`config.mk`:
```
export PLATFORM = sky130hd
export DESIGN_NAME = cpu_debug_ctrl
export DESIGN_NICKNAME = d
export VERILOG_FILES = /design/src/rtl/cpu_pkg.sv /design/src/rtl/cpu_debug_ctrl.sv
export SDC_FILE = /design/constraint.sdc
export NUM_CORES = 1
export LEC_CHECK = 0
export BUFFER_PORTS_ARGS = -buffer_cell sky130_fd_sc_hd__clkbuf_2
export CAP_MARGIN = 10
export CORE_MARGIN = 3
export CORE_UTILIZATION = 45
export CTS_BUF_LIST = sky130_fd_sc_hd__clkbuf_2
export DETAILED_ROUTE_END_ITERATION = 10
export GPL_TIMING_DRIVEN = 0
export PLACE_DENSITY = 0.74
export RECOVER_POWER = 50
export SLEW_MARGIN = 20
export SYNTH_ARGS = -nofsm -noshare
export SYNTH_HDL_FRONTEND = slang
export SYNTH_SLANG_ARGS = --single-unit
```
`constraint.sdc`:
```
create_clock -name clk -period 8 [get_ports clk]
set_clock_uncertainty 0.05 [all_clocks]
set_input_delay 2.4 -clock clk [delete_from_list [all_inputs] [get_ports clk]]
set_output_delay 2.4 -clock clk [all_outputs]
set_load 0.05 [all_outputs]
```
`src/rtl/cpu_pkg.sv`:
```
// Shared CPU definitions: control-unit FSM state codes, debug opcodes and
// the debug controller's own state encoding.
package cpu_pkg;

  localparam logic [2:0] FETCH      = 3'd0;
  localparam logic [2:0] DECODE     = 3'd1;
  localparam logic [2:0] EXECUTE    = 3'd2;
  localparam logic [2:0] MEMORY     = 3'd3;
  localparam logic [2:0] WRITEBACK  = 3'd4;
  localparam logic [2:0] HALT_STATE = 3'd5;

  typedef enum logic [2:0] {
    OP_NOP     = 3'd0,
    OP_MEM_WR  = 3'd1,
    OP_MEM_RD  = 3'd2,
    OP_RUN     = 3'd3,
    OP_HALT    = 3'd4,
    OP_STEP    = 3'd5,
    OP_CPU_RST = 3'd6,
    OP_RSVD    = 3'd7
  } dbg_op_e;

  typedef enum logic [2:0] {
    S_IDLE, S_RUN, S_STEP, S_MEM_WR, S_MEM_RD0, S_MEM_RD1, S_CRST
  } dbg_state_e;

  // response scheduled for the cycle after a command is accepted
  typedef struct packed {
    logic vld;
    logic err;
  } rsp_t;

endpackage

```
`src/rtl/cpu_debug_ctrl.sv`:
```
// Host debug/run controller: gates CPU advance, issues CPU resets and owns
// the shared memory port while the CPU is stopped.
module cpu_debug_ctrl
  import cpu_pkg::*;
#(
  parameter int ADDR_W       = 4,
  parameter int DATA_W       = 8,
  parameter int RST_CYCLES   = 2,
  parameter int STEP_TIMEOUT = 16,
  parameter int BOOT_RUN     = 0
) (
  input  logic              clk,
  input  logic              reset,
  input  logic              cmd_valid,
  output logic              cmd_ready,
  input  logic [2:0]        cmd_op,
  input  logic [ADDR_W-1:0] cmd_addr,
  input  logic [DATA_W-1:0] cmd_wdata,
  output logic              rsp_valid,
  output logic              rsp_err,
  output logic [DATA_W-1:0] rsp_data,
  input  logic [2:0]        cpu_state,
  input  logic              cpu_halt,
  output logic              cpu_en,
  output logic              cpu_rst,
  output logic              dbg_mem_sel,
  output logic [ADDR_W-1:0] dbg_addr,
  output logic [DATA_W-1:0] dbg_wdata,
  output logic              dbg_we,
  input  logic [DATA_W-1:0] mem_rdata,
  output logic              running
);

  localparam int CNT_MAX = (STEP_TIMEOUT > RST_CYCLES) ? STEP_TIMEOUT : RST_CYCLES;
  localparam int CNT_W   = $clog2(CNT_MAX + 1);

  dbg_state_e        state, state_nx;
  logic              halt_pend, halt_pend_nx;
  logic              left_fetch, left_fetch_nx;
  logic [CNT_W-1:0]  cnt, cnt_nx;
  logic [ADDR_W-1:0] addr_q, addr_nx;
  logic [DATA_W-1:0] wdata_q, wdata_nx;
  rsp_t              rq, rq_nx;

  dbg_op_e           op;
  logic              rdy, acc, at_fetch;
  logic              en, rst_c, sel, we, vld, err;
  logic [DATA_W-1:0] rdata;

  assign op       = dbg_op_e'(cmd_op);
  assign at_fetch = (cpu_state == FETCH);
  // a pending HALT owns the response slot until the CPU reaches FETCH
  assign rdy      = (state == S_IDLE) | ((state == S_RUN) & ~halt_pend);
  assign acc      = cmd_valid & rdy;

  always_ff @(posedge clk) begin
    if (reset) begin
      state      <= (BOOT_RUN != 0) ? S_RUN : S_IDLE;
      halt_pend  <= 1'b0;
      left_fetch <= 1'b0;
      cnt        <= '0;
      addr_q     <= '0;
      wdata_q    <= '0;
      rq         <= '0;
    end else begin
      state      <= state_nx;
      halt_pend  <= halt_pend_nx;
      left_fetch <= left_fetch_nx;
      cnt        <= cnt_nx;
      addr_q     <= addr_nx;
      wdata_q    <= wdata_nx;
      rq         <= rq_nx;
    end
  end

  always_comb begin
    state_nx      = state;
    halt_pend_nx  = halt_pend;
    left_fetch_nx = left_fetch;
    cnt_nx        = cnt;
    addr_nx       = addr_q;
    wdata_nx      = wdata_q;
    rq_nx         = '0;
    en            = 1'b0;
    rst_c         = 1'b0;
    sel           = 1'b0;
    we            = 1'b0;
    vld           = rq.vld;
    err           = rq.err;
    rdata         = '0;
    case (state)
      S_IDLE: begin
        if (acc) begin
          case (op)
            OP_NOP: ;
            OP_MEM_WR: begin
              addr_nx  = cmd_addr;
              wdata_nx = cmd_wdata;
              state_nx = S_MEM_WR;
            end
            OP_MEM_RD: begin
              addr_nx  = cmd_addr;
              state_nx = S_MEM_RD0;
            end
            OP_RUN: begin
              rq_nx = '{vld: 1'b1, err: cpu_halt};
              if (!cpu_halt) begin
                state_nx     = S_RUN;
                halt_pend_nx = 1'b0;
              end
            end
            OP_HALT: rq_nx = '{vld: 1'b1, err: 1'b0};
            OP_STEP: begin
              if (cpu_halt) rq_nx = '{vld: 1'b1, err: 1'b1};
              else begin
                state_nx      = S_STEP;
                left_fetch_nx = 1'b0;
                cnt_nx        = CNT_W'(STEP_TIMEOUT);
              end
            end
            OP_CPU_RST: begin
              state_nx = S_CRST;
              cnt_nx   = CNT_W'(RST_CYCLES - 1);
            end
            default: rq_nx = '{vld: 1'b1, err: 1'b1};
          endcase
        end
      end
      S_RUN: begin
        en = ~cpu_halt & ~(halt_pend & at_fetch);
        if (acc) begin
          case (op)
            OP_NOP:  ;
            OP_RUN:  rq_nx = '{vld: 1'b1, err: 1'b0};
            // a CPU that halts in the same cycle is already stopped
            OP_HALT: if (cpu_halt) rq_nx = '{vld: 1'b1, err: 1'b0};
                     else halt_pend_nx = 1'b1;
            default: rq_nx = '{vld: 1'b1, err: 1'b1};
          endcase
        end
        if (halt_pend & (at_fetch | cpu_halt)) begin
          vld          = 1'b1;
          err          = 1'b0;
          halt_pend_nx = 1'b0;
          state_nx     = S_IDLE;
        end else if (cpu_halt) begin
          state_nx = S_IDLE;
        end
      end
      S_STEP: begin
        if ((at_fetch & left_fetch) | cpu_halt) begin
          vld      = 1'b1;
          err      = 1'b0;
          state_nx = S_IDLE;
        end else if (cnt == '0) begin
          vld      = 1'b1;
          err      = 1'b1;
          state_nx = S_IDLE;
        end else begin
          en     = 1'b1;
          cnt_nx = cnt - CNT_W'(1);
          if (!at_fetch) left_fetch_nx = 1'b1;
        end
      end
      S_MEM_WR: begin
        sel      = 1'b1;
        we       = 1'b1;
        vld      = 1'b1;
        err      = 1'b0;
        state_nx = S_IDLE;
      end
      S_MEM_RD0: begin
        sel      = 1'b1;
        state_nx = S_MEM_RD1;
      end
      S_MEM_RD1: begin
        sel      = 1'b1;
        vld      = 1'b1;
        err      = 1'b0;
        rdata    = mem_rdata;
        state_nx = S_IDLE;
      end
      S_CRST: begin
        rst_c = 1'b1;
        if (cnt == '0) begin
          rq_nx    = '{vld: 1'b1, err: 1'b0};
          state_nx = S_IDLE;
        end else begin
          cnt_nx = cnt - CNT_W'(1);
        end
      end
      default: state_nx = S_IDLE;
    endcase
  end

  // every output is forced low while reset is sampled
  assign cmd_ready   = rdy & ~reset;
  assign rsp_valid   = vld & ~reset;
  assign rsp_err     = vld & err & ~reset;
  assign rsp_data    = (vld & ~reset) ? rdata : '0;
  assign cpu_en      = en & ~reset;
  assign cpu_rst     = rst_c & ~reset;
  assign dbg_mem_sel = sel & ~reset;
  assign dbg_we      = we & ~reset;
  assign dbg_addr    = (sel & ~reset) ? addr_q : '0;
  assign dbg_wdata   = (we & ~reset) ? wdata_q : '0;
  assign running     = ((state == S_RUN) | (state == S_STEP)) & ~reset;

endmodule

```
## Word level (Yosys, flattened, before mapping)

Cells that the tools add are included.

| word-level totals | value |
|---|---|
| register bits | 24 |
| logic and storage cells | 131 |
| output and inout port bits | 28 |
| input port bits | 30 |

| operators by class | value |
|---|---|
| mux-type cells | 55 |
| eq/ne operators | 27 |
| bitwise logic cells | 23 |
| add/sub/neg operators | 1 |
| reduce and logical (&&, ||, !) cells | 17 |

Operator list:

| cell | number |
|---|---|
| 3-bit case mux with 5 select lines | 2 |
| 8-bit 2-to-1 mux | 3 |
| 1-bit 2-to-1 mux | 23 |
| 3-bit 2-to-1 mux | 7 |
| 5-bit 2-to-1 mux | 4 |
| 3-bit equality test, second input constant | 6 |
| 1-bit AND | 15 |
| 3-bit inequality test, second input constant | 5 |
| 5-bit case mux with 3 select lines | 1 |
| 7-bit AND reduction | 2 |
| 3-bit by 2-bit equality test with 1-bit output, second input constant | 4 |
| 2-bit case mux with 3 select lines | 2 |
| 2-bit 2-to-1 mux | 5 |
| 2-bit inequality test, second input constant | 5 |
| 5-bit case mux with 2 select lines | 1 |
| 5-bit AND reduction | 2 |
| 3-bit logical NOT | 3 |
| 2-bit case mux with 4 select lines | 1 |
| 3-bit by 1-bit equality test with 1-bit output, second input constant | 2 |
| 6-bit by 1-bit inequality test with 1-bit output, second input constant | 1 |
| 1-bit case mux with 2 select lines | 3 |
| 1-bit case mux with 3 select lines | 2 |
| 3-bit AND reduction | 2 |
| 5-bit logical NOT | 1 |
| 12 further kinds | 21 |

## Depth between registers and ports, before layout

| depth | value |
|---|---|
| depth in word-level cells | 7 |
| depth in mapped cells | 7 |
| mapped depth without buffers | 6 |

## Worst setup path before layout

No wires, ideal clock.

| timing path | value |
|---|---|
| kind | input-to-output |
| from | input port reset |
| to | output port cmd_ready |
| buffers on the path | 1 |
| data required time | 5,550 ps |
| cell stages on the path | 2 |
| setup slack | 485 ps |
| data arrival time | 5,065 ps |
| cell sequence | clkbuf_1 a2111oi_0 |

| between the ends | value |
|---|---|
| longest elaborated chain between the ends | 2 |

Ends and longest elaborated chain:

| item | RTL line | RTL |
|---|---|---|
| start, declared | cpu_debug_ctrl.sv:13 | `input logic reset,` |
| 1-bit inverter | cpu_debug_ctrl.sv:197 | `assign cmd_ready = rdy & ~reset;` |
| 1-bit AND | cpu_debug_ctrl.sv:197 |  |
| end, declared | cpu_debug_ctrl.sv:15 | `output logic cmd_ready,` |

Every way passes these cells.

## Worst setup path after layout

| timing path | value |
|---|---|
| from | input port cpu_halt |
| to | output port rsp_err |

| between the ends | value |
|---|---|
| longest elaborated chain between the ends | 6 |
| elaborated cells between the ends (all ways) | 11 |
| those cells by class | 6 x mux; 5 x bitwise |

Ends and longest elaborated chain:

| item | RTL line | RTL |
|---|---|---|
| start, declared | cpu_debug_ctrl.sv:23 | `input logic cpu_halt,` |
| 1-bit bitwise OR | cpu_debug_ctrl.sv:141 | `if (halt_pend & (at_fetch \| cpu_halt)) begin` |
| 1-bit AND | cpu_debug_ctrl.sv:141 |  |
| 1-bit 2-to-1 mux | cpu_debug_ctrl.sv:141 |  |
| 1-bit case mux with 3 select lines | cpu_debug_ctrl.sv:91 | `case (state)` |
| 1-bit AND (*) (2 in series) | cpu_debug_ctrl.sv:199 | `assign rsp_err = vld & err & ~reset;` |
| end, declared | cpu_debug_ctrl.sv:20 | `output logic rsp_err,` |

Mark *: on every way between the ends. The rest lies on a longest branch, timed or not.

==> results.py <==
metrics = {
    "status": {
        "outcome": "finished clean",
    },
    "synthesis": {
        "async_flop_share_pct": 0,
        "seq_area_frac_synth_pct": 30.0,
        "synth_edf_count": 0,
        "syn_inst": 200,
        "synth_seq_cells": 24,
        "avgSynthCellArea_um2": 8.00,
        "syn_nets": 232,
        "synth-main-ff-cell": "dfxtp_1",
        "ys_types": 51,
        "yosysWarnings": 0,
        "syn_area_um2": 1600,
    },
    "die": {
        "die-area_um2": 4310,
        "die_h_um": 65.6,
        "core.rowCount": 21,
        "core_um2": 3390,
        "initial_core_util_pct": 47.2,
        "die-width_um": 65.6,
        "pin_count": 58,
    },
    "sta": {
        "layout_min_cycle_time_ns": 6.86,
        "setup_viol_count_final": 0,
        "worstMarginPinSlew_ns": 0.769,
        "fin_ws_ns": 1.14,
        "rsz0062_at_grt": "false",
        "timing.final.crit_share_pct": 85.8,
        "timing.setup.tns_ns": 0,
        "final-hold-violation-count": 0,
        "fmax_ghz": 0.146,
        "slew_headroom_pct": 48.6,
        "final_max_slew_viol_count": 0,
    },
    "setup_path": {
        "cp-end-kind": "output port",
        "critPathKind": "in2out",
        "slowest_stage": "or4b_2",
        "critPathLaunchType": "input port",
        "critPathMaxStageDelay_ns": 0.71,
        "crit_fanout": 10,
        "crit_buf_inv": 3,
        "cp.required_ns": 5.55,
        "critical-path-top-delay-family": "simple AND/OR/NAND/NOR gates",
        "critPathMostFrequentCell": "clkbuf_1",
        "critical_path_arrival_ns": 4.41,
        "path_cells": "clkbuf_1, clkbuf_1, or4b_2, o221a_2, or2_1, a21oi_1, clkbuf_2",
    },
    "grt": {
        "grt_usage_pct": 20.9,
        "antenna_found_initial": 0,
        "grt_pass1_wl_mm": 7.11,
        "grt_pass1_vias": 1495,
        "overflow": 0,
        "grt_max_degree": 15,
    },
    "route": {
        "drc_errors": 0,
        "wl_per_cell_um": 14.1,
        "drtPass1Iterations": 4,
        "num_vias": 1752,
        "ant_nets": 0,
        "finalWirelength_mm": 4.33,
        "vias_per_cell": 5.71,
        "drt_iter0_drc": 89,
    },
    "cts": {
        "clock_latency_ns": 0.36,
        "cts_max_path_buffers": 2,
        "cts_root_buffer": "clkbuf_2",
        "hold_buffers": 0,
        "cts_tree": "built",
        "numCtsBuffers": 3,
        "cts.sinks": 24,
        "clk_pin_slew_ns": 0.24,
        "cts_setup_buffers": 0,
        "post_cts_resized": 0,
        "h-tree-depth": 1,
    },
    "power_and_ir_drop": {
        "ir_drop_uv": 90.6,
        "p_leak_nw": 0.772,
        "p_sw_share_pct": 31.6,
        "p_clk_share_pct": 29.1,
        "p_comb_share_pct": 26.1,
        "intPower_uw": 196,
        "netSwitchingPower_uw": 90.8,
        "powerDensity_nw_per_um2": 145,
        "p_seq_share_pct": 44.7,
    },
    "final_layout": {
        "antenna_cells": 0,
        "drive_gt1_share_pct": 23.8,
        "syn_to_final_growth_pct": 23.3,
        "final_nets": 294,
    },
    "placement": {
        "globalplace.congestion": 0.828,
        "pre_cts_slack_ns": 1.18,
        "io_buffers": 57,
        "place_hpwl_mm": 3.30,
    },
    "run": {
        "maxCapViolations": 0,
    },
    "min_path": {
        "min-delay-path-class": "reg2reg",
    },
}
-- tightest hold or removal path, cell delays in order, from the launching register on --
cell	delay, ns
dfxtp_1	0.37
o31ai_1	0.06
a21oi_1	0.06
-- stage by stage --
| step | power (mW) | util, % | instances | hold slack [ns] | instance area, um2 |
|---|---|---|---|---|---|
| after floorplan | 0.183 | - | 200 | 0.402 | 1600 |
| after global placement | 0.205 | 57.3 | 303 | 0.414 | 1940 |
| after detailed placement | 0.205 | 57.3 | 303 | 0.424 | 1940 |
| after CTS | 0.287 | 58.7 | 307 | 0.451 | 1990 |
| after global routing | 0.302 | 58.2 | 307 | 0.483 | 1970 |
| final | 0.287 | 58.2 | 307 | 0.446 | 1970 |
-- registers in the layout, summed over array words and instances, names as in the netlist --
signal	flops
left_fetch	1
state	3
halt_pend	1
cnt	5
addr_q	4
wdata_q	8
rq	2
-- final cells by class --
class | instances | area (um2)
Tap cell | 46 | 57.6
Buffer | 16 | 62.6
Sequential cell | 24 | 480
Clock inverter | 1 | 30.0
Fill cell | 331 | 1420
Inverter | 6 | 22.5
Timing Repair Buffer | 57 | 278
Clock buffer | 3 | 15.0
Multi-Input combinational cell | 154 | 1030
-- placed cells by master, fill, tap and decap left out, drive strengths merged, types with 3 or more instances in the layout --
| master | instances |
|---|---|
| clkbuf | 72 |
| mux2i | 12 |
| a21oi | 15 |
| o31ai | 3 |
| and2 | 12 |
| nor2b | 7 |
| dfxtp | 24 |
| a31oi | 3 |
| buf | 4 |
| nor4b | 10 |
| or4b | 5 |
| inv | 5 |
| nand2 | 8 |
| nand3 | 6 |
| nor2 | 20 |
| o21ai | 6 |
| nor3 | 7 |
-- cell families after synthesis --
kind of cell	synth area share, %
AND/OR/NAND/NOR	34.0
multiplexers	7.51
adder cells (fa/ha/maj)	2.19
buffers and inverters	5.47
flip-flops	30.0
XOR/XNOR	1.09
AO/OA/AOI/OAI	19.7
-- synthesized netlist by cell type (3+ instances only) --
cell,n,area (um2)
inv_1,5,18.8
clkbuf_1,10,37.5
and2_1,12,75.1
mux2i_1,12,120
nor3_1,7,35.0
or4b_2,4,40.0
nor4b_1,10,87.6
o31ai_1,3,22.5
nor2_1,20,75.1
nand2_1,8,30.0
dfxtp_1,24,480
o21ai_0,6,30.0
a31oi_1,3,18.8
nand3_1,6,30.0
a21oi_1,15,75.1
buf_2,3,15.0
nor2b_1,7,43.8
-- power by group through the flow --
stage          Combinational [mW]  Clock (mW)  Sequential [mW]
2_1_floorplan              0.0538           0            0.129
3_3_place_gp               0.0744           0            0.131
3_5_place_dp               0.0747           0            0.131
4_1_cts                    0.0750      0.0838            0.128
5_1_grt                    0.0832      0.0895            0.129
6_report                   0.0749      0.0836            0.128
-- final timing paths --
kind / cells past startpoint / endpoint / start / slack, ns
max: 7 / rsp_err / cpu_halt / 1.14
min: 2 / cnt[4] / cnt[4] / 0.45
max reg2reg: 6 / wdata_q[7] / state[2] / 5.67
min reg2reg: 2 / cnt[4] / cnt[4] / 0.45
-- routing by layer --
layer | vias to the layer above | track usage (%) | routed length (um)
li1 | 860 | - | -
met1 | 814 | 30.6 | 2000
met2 | 74 | 30.7 | 1960
met3 | 4 | 3.59 | 338
met4 | 0 | 6.74 | 31
met5 | - | 0 | 0
Power figures use the tool's default switching activity.
